--- src/rtl/nms_pkg.sv ---
// Shared definitions for the NMS 3x3 window fetch block.
// Contents: default frame geometry, neighbour-code constants, FSM state enum,
// first/last centre address constants and helpers.
// Optional feature macro: NMS_BORDER_ZERO_EN (scan every pixel, zero-fill
// out-of-frame neighbours instead of skipping the border).
package nms_pkg;

  localparam int unsigned IMG_W_DEF = 180;
  localparam int unsigned IMG_H_DEF = 120;

  // Neighbour codes understood by the external address calculator
  localparam logic [3:0] NB_C  = 4'd0;
  localparam logic [3:0] NB_NW = 4'd1;
  localparam logic [3:0] NB_N  = 4'd2;
  localparam logic [3:0] NB_NE = 4'd3;
  localparam logic [3:0] NB_W  = 4'd4;
  localparam logic [3:0] NB_E  = 4'd5;
  localparam logic [3:0] NB_SW = 4'd6;
  localparam logic [3:0] NB_S  = 4'd7;
  localparam logic [3:0] NB_SE = 4'd8;

  localparam int unsigned NB_NUM = 9;

  // Last centre for the default frame in each scan mode
  localparam int unsigned LAST_CENTRE_DEF    = (IMG_H_DEF - 2) * IMG_W_DEF + IMG_W_DEF - 2;
  localparam int unsigned LAST_CENTRE_BZ_DEF = IMG_W_DEF * IMG_H_DEF - 1;

  typedef enum logic [2:0] {
    StIdle,
    StFetch,
    StDrain,
    StPresent,
    StAdvance,
    StFinish
  } nms_state_e;

  function automatic int unsigned first_centre(input int unsigned w);
`ifdef NMS_BORDER_ZERO_EN
    return 0;
`else
    return w + 1;
`endif
  endfunction

  function automatic int unsigned last_centre(input int unsigned w, input int unsigned h);
`ifdef NMS_BORDER_ZERO_EN
    return w * h - 1;
`else
    return (h - 2) * w + w - 2;
`endif
  endfunction

  // True when the neighbour selected by code lies inside the frame, given
  // which borders the centre pixel touches.
  function automatic logic nb_in_frame(input logic [3:0] code, input logic top,
                                       input logic bot, input logic lft, input logic rgt);
    logic in_frame;
    case (code)
      NB_NW:   in_frame = !(top || lft);
      NB_N:    in_frame = !top;
      NB_NE:   in_frame = !(top || rgt);
      NB_W:    in_frame = !lft;
      NB_E:    in_frame = !rgt;
      NB_SW:   in_frame = !(bot || lft);
      NB_S:    in_frame = !bot;
      NB_SE:   in_frame = !(bot || rgt);
      default: in_frame = 1'b1;
    endcase
    return in_frame;
  endfunction

endpackage

--- src/rtl/nms_rd_capture.sv ---
// Read-return capture for the NMS window fetch.
// Delays the per-slot strobe, read enable and neighbour code by RD_LAT cycles
// so they line up with SRAM read data, then writes each returning word (or
// zero for a slot that was not read) into a 9-entry window register file.
// Ports:
//   clk, resetn    clock, synchronous active-low reset (clears pipeline and slots)
//   i_slot_vld     a FETCH slot is issued this cycle
//   i_rd_en        the slot actually reads SRAM (else it captures 0)
//   i_code         neighbour code of the slot, 0..8
//   i_rdata        SRAM read data, valid RD_LAT cycles after the read
//   o_win_data     packed window, code k at [DATA_W*k +: DATA_W]
module nms_rd_capture #(
  parameter int unsigned DATA_W = 8,
  parameter int unsigned RD_LAT = 1
) (
  input  logic                  clk,
  input  logic                  resetn,
  input  logic                  i_slot_vld,
  input  logic                  i_rd_en,
  input  logic [3:0]            i_code,
  input  logic [DATA_W-1:0]     i_rdata,
  output logic [9*DATA_W-1:0]   o_win_data
);

  logic [RD_LAT-1:0] r_slot_dly;
  logic [RD_LAT-1:0] r_rd_dly;
  logic [3:0]        r_code_dly [RD_LAT];
  logic [DATA_W-1:0] r_slot      [9];

  always_ff @(posedge clk) begin
    if (!resetn) begin
      r_slot_dly <= '0;
      r_rd_dly   <= '0;
      for (int i = 0; i < int'(RD_LAT); i++) r_code_dly[i] <= '0;
    end else begin
      r_slot_dly[0] <= i_slot_vld;
      r_rd_dly[0]   <= i_rd_en;
      r_code_dly[0] <= i_code;
      for (int i = 1; i < int'(RD_LAT); i++) begin
        r_slot_dly[i] <= r_slot_dly[i-1];
        r_rd_dly[i]   <= r_rd_dly[i-1];
        r_code_dly[i] <= r_code_dly[i-1];
      end
    end
  end

  always_ff @(posedge clk) begin
    if (!resetn) begin
      for (int k = 0; k < 9; k++) r_slot[k] <= '0;
    end else if (r_slot_dly[RD_LAT-1]) begin
      for (int k = 0; k < 9; k++) begin
        if (r_code_dly[RD_LAT-1] == 4'(k)) begin
          r_slot[k] <= r_rd_dly[RD_LAT-1] ? i_rdata : '0;
        end
      end
    end
  end

  always_comb begin
    o_win_data = '0;
    for (int k = 0; k < 9; k++) o_win_data[DATA_W*k +: DATA_W] = r_slot[k];
  end

endmodule

--- src/rtl/nms_window_fetch.sv ---
// NMS 3x3 window sequencer/reader.
// Scans the gradient-magnitude frame one centre at a time, steps the
// neighbour code through the external address calculator, reads the nine
// SRAM words and hands them downstream as one packed window (valid/ready).
// Optional feature macro: NMS_BORDER_ZERO_EN -- scan every pixel as a centre
// and zero-fill neighbours outside the frame without reading them. Default
// build skips the one-pixel border instead.
// Ports:
//   clk, resetn   clock, synchronous active-low reset
//   start         pulse to begin a frame scan (ignored unless idle)
//   busy, done    scan in progress / one-cycle end-of-frame pulse
//   refAddr       centre address to the address calculator
//   regAddr       neighbour code 0..8 to the address calculator
//   sram_rd_en    read strobe (address comes from the calculator)
//   sram_rdata    read data, RD_LAT cycles after sram_rd_en
//   win_valid/win_ready/win_data/win_addr  window handshake and payload
module nms_window_fetch
  import nms_pkg::*;
#(
  parameter int unsigned IMG_W  = IMG_W_DEF,
  parameter int unsigned IMG_H  = IMG_H_DEF,
  parameter int unsigned ADDR_W = 15,
  parameter int unsigned DATA_W = 8,
  parameter int unsigned RD_LAT = 1
) (
  input  logic                clk,
  input  logic                resetn,
  input  logic                start,
  output logic                busy,
  output logic                done,
  output logic [ADDR_W-1:0]   refAddr,
  output logic [3:0]          regAddr,
  output logic                sram_rd_en,
  input  logic [DATA_W-1:0]   sram_rdata,
  output logic                win_valid,
  input  logic                win_ready,
  output logic [9*DATA_W-1:0] win_data,
  output logic [ADDR_W-1:0]   win_addr
);

  localparam int unsigned ColW = $clog2(IMG_W);

  localparam logic [ADDR_W-1:0] FirstCentre = ADDR_W'(first_centre(IMG_W));
  localparam logic [ADDR_W-1:0] LastCentre  = ADDR_W'(last_centre(IMG_W, IMG_H));
  localparam logic [1:0]        LatInit     = 2'(RD_LAT - 1);

`ifdef NMS_BORDER_ZERO_EN
  localparam int unsigned RowW = $clog2(IMG_H);
  localparam logic [ColW-1:0] FirstCol = '0;
`else
  localparam logic [ColW-1:0] FirstCol = ColW'(1);
`endif

  nms_state_e        r_state;
  logic              r_busy;
  logic              r_done;
  logic [ADDR_W-1:0] r_ref;
  logic [3:0]        r_code;
  logic              r_rd_en;
  logic              r_slot_vld;
  logic              r_win_valid;
  logic [ADDR_W-1:0] r_win_addr;
  logic [ColW-1:0]   r_col;
  logic [1:0]        r_lat_cnt;
`ifdef NMS_BORDER_ZERO_EN
  logic [RowW-1:0]   r_row;
`endif

  logic [3:0] w_code_nxt;
  logic       w_rd_nxt;

  assign w_code_nxt = r_code + 4'd1;

  // Read strobe for the next FETCH slot: suppressed for out-of-frame neighbours.
`ifdef NMS_BORDER_ZERO_EN
  assign w_rd_nxt = nb_in_frame(w_code_nxt, r_row == '0, r_row == RowW'(IMG_H - 1),
                                r_col == '0, r_col == ColW'(IMG_W - 1));
`else
  assign w_rd_nxt = 1'b1;
`endif

  always_ff @(posedge clk) begin
    if (!resetn) begin
      r_state     <= StIdle;
      r_busy      <= 1'b0;
      r_done      <= 1'b0;
      r_ref       <= '0;
      r_code      <= NB_C;
      r_rd_en     <= 1'b0;
      r_slot_vld  <= 1'b0;
      r_win_valid <= 1'b0;
      r_win_addr  <= '0;
      r_col       <= '0;
      r_lat_cnt   <= '0;
`ifdef NMS_BORDER_ZERO_EN
      r_row       <= '0;
`endif
    end else begin
      r_done <= 1'b0;
      case (r_state)
        StIdle: begin
          if (start) begin
            r_state    <= StFetch;
            r_busy     <= 1'b1;
            r_ref      <= FirstCentre;
            r_col      <= FirstCol;
`ifdef NMS_BORDER_ZERO_EN
            r_row      <= '0;
`endif
            r_code     <= NB_C;
            r_rd_en    <= 1'b1;
            r_slot_vld <= 1'b1;
          end
        end
        StFetch: begin
          if (r_code == NB_SE) begin
            r_state    <= StDrain;
            r_code     <= NB_C;
            r_rd_en    <= 1'b0;
            r_slot_vld <= 1'b0;
            r_lat_cnt  <= LatInit;
          end else begin
            r_code  <= w_code_nxt;
            r_rd_en <= w_rd_nxt;
          end
        end
        StDrain: begin
          // Leaving here coincides with the last slot landing in the capture file.
          if (r_lat_cnt == '0) begin
            r_state     <= StPresent;
            r_win_valid <= 1'b1;
            r_win_addr  <= r_ref;
          end else begin
            r_lat_cnt <= r_lat_cnt - 2'd1;
          end
        end
        StPresent: begin
          if (win_ready) begin
            r_state     <= StAdvance;
            r_win_valid <= 1'b0;
          end
        end
        StAdvance: begin
          if (r_ref == LastCentre) begin
            r_state <= StFinish;
            r_done  <= 1'b1;
          end else begin
            r_state    <= StFetch;
            r_code     <= NB_C;
            r_rd_en    <= 1'b1;
            r_slot_vld <= 1'b1;
`ifdef NMS_BORDER_ZERO_EN
            r_ref <= r_ref + ADDR_W'(1);
            if (r_col == ColW'(IMG_W - 1)) begin
              r_col <= '0;
              r_row <= r_row + RowW'(1);
            end else begin
              r_col <= r_col + ColW'(1);
            end
`else
            // Jump over right border and next row's left border.
            if (r_col == ColW'(IMG_W - 2)) begin
              r_ref <= r_ref + ADDR_W'(3);
              r_col <= ColW'(1);
            end else begin
              r_ref <= r_ref + ADDR_W'(1);
              r_col <= r_col + ColW'(1);
            end
`endif
          end
        end
        StFinish: begin
          r_busy  <= 1'b0;
          r_state <= StIdle;
        end
        default: r_state <= StIdle;
      endcase
    end
  end

  nms_rd_capture #(
    .DATA_W (DATA_W),
    .RD_LAT (RD_LAT)
  ) u_rd_capture (
    .clk        (clk),
    .resetn     (resetn),
    .i_slot_vld (r_slot_vld),
    .i_rd_en    (r_rd_en),
    .i_code     (r_code),
    .i_rdata    (sram_rdata),
    .o_win_data (win_data)
  );

  assign busy       = r_busy;
  assign done       = r_done;
  assign refAddr    = r_ref;
  assign regAddr    = r_code;
  assign sram_rd_en = r_rd_en;
  assign win_valid  = r_win_valid;
  assign win_addr   = r_win_addr;

endmodule

--- config.mk ---
export PLATFORM = sky130hd
export DESIGN_NAME = nms_window_fetch
export DESIGN_NICKNAME = d
export VERILOG_FILES = /design/src/rtl/nms_pkg.sv /design/src/rtl/nms_rd_capture.sv /design/src/rtl/nms_window_fetch.sv
export SDC_FILE = /design/constraint.sdc
export NUM_CORES = 1
export LEC_CHECK = 0
export CAP_MARGIN = 30
export CORE_UTILIZATION = 30
export DETAILED_ROUTE_END_ITERATION = 6
export MAX_ROUTING_LAYER = met4
export PLACE_DENSITY = 0.51
export SYNTH_ARGS = -nofsm -noshare
export SYNTH_HDL_FRONTEND = slang
export SYNTH_HIERARCHICAL = 1
export SYNTH_SLANG_ARGS = --single-unit
--- constraint.sdc ---
create_clock -name clk -period 3 [get_ports clk]
set_input_delay 0.75 -clock clk [delete_from_list [all_inputs] [get_ports clk]]
set_output_delay 0.75 -clock clk [all_outputs]
set_load 0.05 [all_outputs]
==> results by group <==
Cells and area
  – Area delta synth->final: 42.4%
  – Fillers: 1504
  – Fin nets: approximately 580
  – Share of cells above drive strength 1: 0.105
  – Finished Layout Cells: 788
  – # diodes: 0

Logic synthesis
  – Synth top cells by count: edfxtp_1, dfxtp_1, nand2_1
  – #FFs+latches synth: between 100 and 150
  – Net Count, Synth: 439
  – Ys Warns: 6
  – Register area share after synthesis: 0.670
  – Mean post-synth cell area: 11.8 µm²
  – Mapped Area: 4960 µm²
  – Area share of the largest cell type after synthesis: 0.436
  – Distinct cells, synth: 56
  – Post-synth top flop: edfxtp_1
  – FFs w/ async S/R, synth: 0
  – Largest area contributor in the synthesized netlist: edfxtp_1
  – Count leader, synth: edfxtp_1
  – EDFF count, synth: 72
  – Top cells by area, synth: edfxtp_1, dfxtp_1, nand2_1
  – Synthesized instance count: 420

GRT
  – Largest net degree at the start of global routing: 22
  – Initial antenna violation count: 0
  – Total GRT Usage: 0.159
  – Overflow after GRT: 0
  – First-pass GRT wire length: 19600 µm
  – Vias in the first global route: 3598

STA
  – Final Cycle Share: 0.853
  – RSZ-0062 raised after global routing: false
  – Clock Skew: 0.00941 ns
  – Hold Slack: between 0.4 and 0.5 ns
  – Fmax: 391 MHz
  – Fin crit period: 2.56 ns
  – Measured slew at the worst slew-check pin: 0.709 ns
  – Final setup violation count: 0
  – TNS Setup: 0 ns
  – Count of final hold-check violations: 0
  – Max-slew violations: 0
  – Max-slew headroom: 0.526

Clock network
  – Post-CTS Setup Bufs: 0
  – H-Tree Depth: 4
  – Post-cts resize count: 0
  – Clock root cell: clkbuf_16
  – CTS buffer count: 17
  – Clock sink total: 130
  – Clock transition at path regs: about 0.060 ns
  – CTS tree: built
  – CTS max path bufs: 2
  – CTS Hold Bufs: 0
  – Skew-Pair Late Insertion Delay: around 0.42 ns

Floorplan
  – Width of the die: ~130 µm
  – Row Count: 46
  – DIE HEIGHT: 131 µm
  – Core area: 16000 µm²
  – I/O pins: ~120
  – Die Footprint: approximately 17000 µm²
  – Starting density of the core: 0.310

Min path
  – Hold/Removal Path Class: flip-flop to flip-flop

Power and ir drop
  – Maximum VDD drop: about 0.34 mV
  – P per Cell Area: 621 nW/µm²
  – Leakage Power: around 2.5 nW

Route
  – 1st-iter DRT viols: 268
  – Wire per inst: 16.0 µm
  – Post-route DRC: 0
  – Total Wirelength: 12600 µm
  – Routed via count: 3763
  – DRT antenna net count: 0
  – Via/cell ratio: ~4.8
  – DR pass1 iterations: 4

Critical path
  – Worst EP required: 2.25 ns
  – Max incr delay on CP: approximately 0.87 ns
  – Crit-path cells: clkdlybuf4s50_1
  – Critical path capture point type: output pin
  – Worst EP arrival: ~1.8 ns
  – Bufs and invs on worst path: 1
  – Maximum fanout along the worst path: 6
  – Setup Crit Path Kind: flip-flop to output pin
  – Critical-path top delay cell: clkdlybuf4s50_1
  – Type of origin of the critical path: flip-flop
  – CP delay by family, top: buffers and inverters

Placed design
  – GPL Wtd Cong: 0.836
  – Placed cells: 756
  – IO buf count: between 100 and 150
  – Detailed-placement wirelength estimate: 8950 µm

Run status
  – Status: completed

Job
  – MaxCap Viol Count: 0
## metal layers
metal	track usage	wire [µm]
met1	0.197	5770
met2	0.248	5900
met3	0.0452	794
met4	0.0595	166
met5	-	0
## cells in the final DEF, fill, tap and decap left out, types with 9 or more instances in the layout
cell type / instances
clkdlybuf4s50_1: 121
edfxtp_1: 72
dfxtp_1: 58
nand2_1: 57
a21oi_1: 38
nor2_1: 25
clkbuf_16: 17
o21ai_0: 15
buf_4: 15
nand3_1: 11
nand4_1: 11
and2_1: 9
## per-stage QoR
step / setup WS (ns) / utilization / total power [W] / instance area, µm²
detailed placement: 0.442 / 0.405 / 0.00241 / 6480
finish: 0.442 / 0.442 / 0.00439 / 7060
CTS: 0.398 / 0.442 / 0.00443 / 7060
global route: 0.299 / 0.442 / 0.00453 / 7060
floorplan: 0.615 / - / 0.00225 / 4960
global placement: 0.466 / 0.404 / 0.00240 / 6460
## final timing paths
| check | start | endpoint | slack (ns) | depth (start not counted) |
|---|---|---|---|---|
| min reg2reg | win_addr[10]$_SDFFE_PN0P_ | win_addr[10]$_SDFFE_PN0P_ | 0.45 | 2 |
| min | win_addr[10]$_SDFFE_PN0P_ | win_addr[10]$_SDFFE_PN0P_ | 0.45 | 2 |
| max reg2reg | refAddr[0]$_SDFFE_PN0P_ | refAddr[11]$_SDFFE_PN0P_ | 0.51 | 5 |
| max | refAddr[1]$_SDFFE_PN0P_ | refAddr[1] | 0.44 | 1 |
## worst min-delay path: stages (launching register included)
cell and delay, ns:
dfxtp_1 0.31, nand2_1 0.05, a21oi_1 0.05
## flip-flops by register name, indices dropped and copies added (netlist names), 2 cells and up
register                 count
r_state                      3
win_addr                    15
r_col                        8
r_lat_cnt                    2
regAddr                      4
u_rd_capture/r_slot         72
refAddr                     15
u_rd_capture/r_code_dly      4
## layout make-up
| type | instances | area, µm² | area share |
|---|---|---|---|
| clock inverter | 15 | 158 | 0.0223 |
| tap | 216 | 270 | 0.0383 |
| timing repair buffer | 138 | 1330 | 0.189 |
| sequential | 130 | 3320 | 0.470 |
| clock buffer | 17 | 425 | 0.0602 |
| multi-input combinational | 264 | 1520 | 0.216 |
| inverter | 8 | 30.0 | 0.00425 |
## power breakdown
part / total, W / switching, W / internal, W
Sequential: 0.00197 / 0.0000401 / 0.00193
Clock: 0.00202 / 0.000796 / 0.00123
Combinational: 0.000394 / 0.000269 / 0.000125
Total: 0.00439 / 0.00110 / 0.00328
## cell families (layout without fill, tap and decap cells)
| group | Yosys count | count (layout) | share of synthesized area |
|---|---|---|---|
| AO/OA/AOI/OAI | 85 | 85 | 0.105 |
| XOR/XNOR | 6 | 6 | 0.0106 |
| adder cells (fa/ha/maj) | 7 | 7 | 0.0192 |
| buffers and inverters | 26 | 178 | 0.0227 |
| flip-flops | 130 | 130 | 0.670 |
| AND/OR/NAND/NOR | 166 | 166 | 0.172 |
Note: power is estimated with default switching activity, not from simulation.
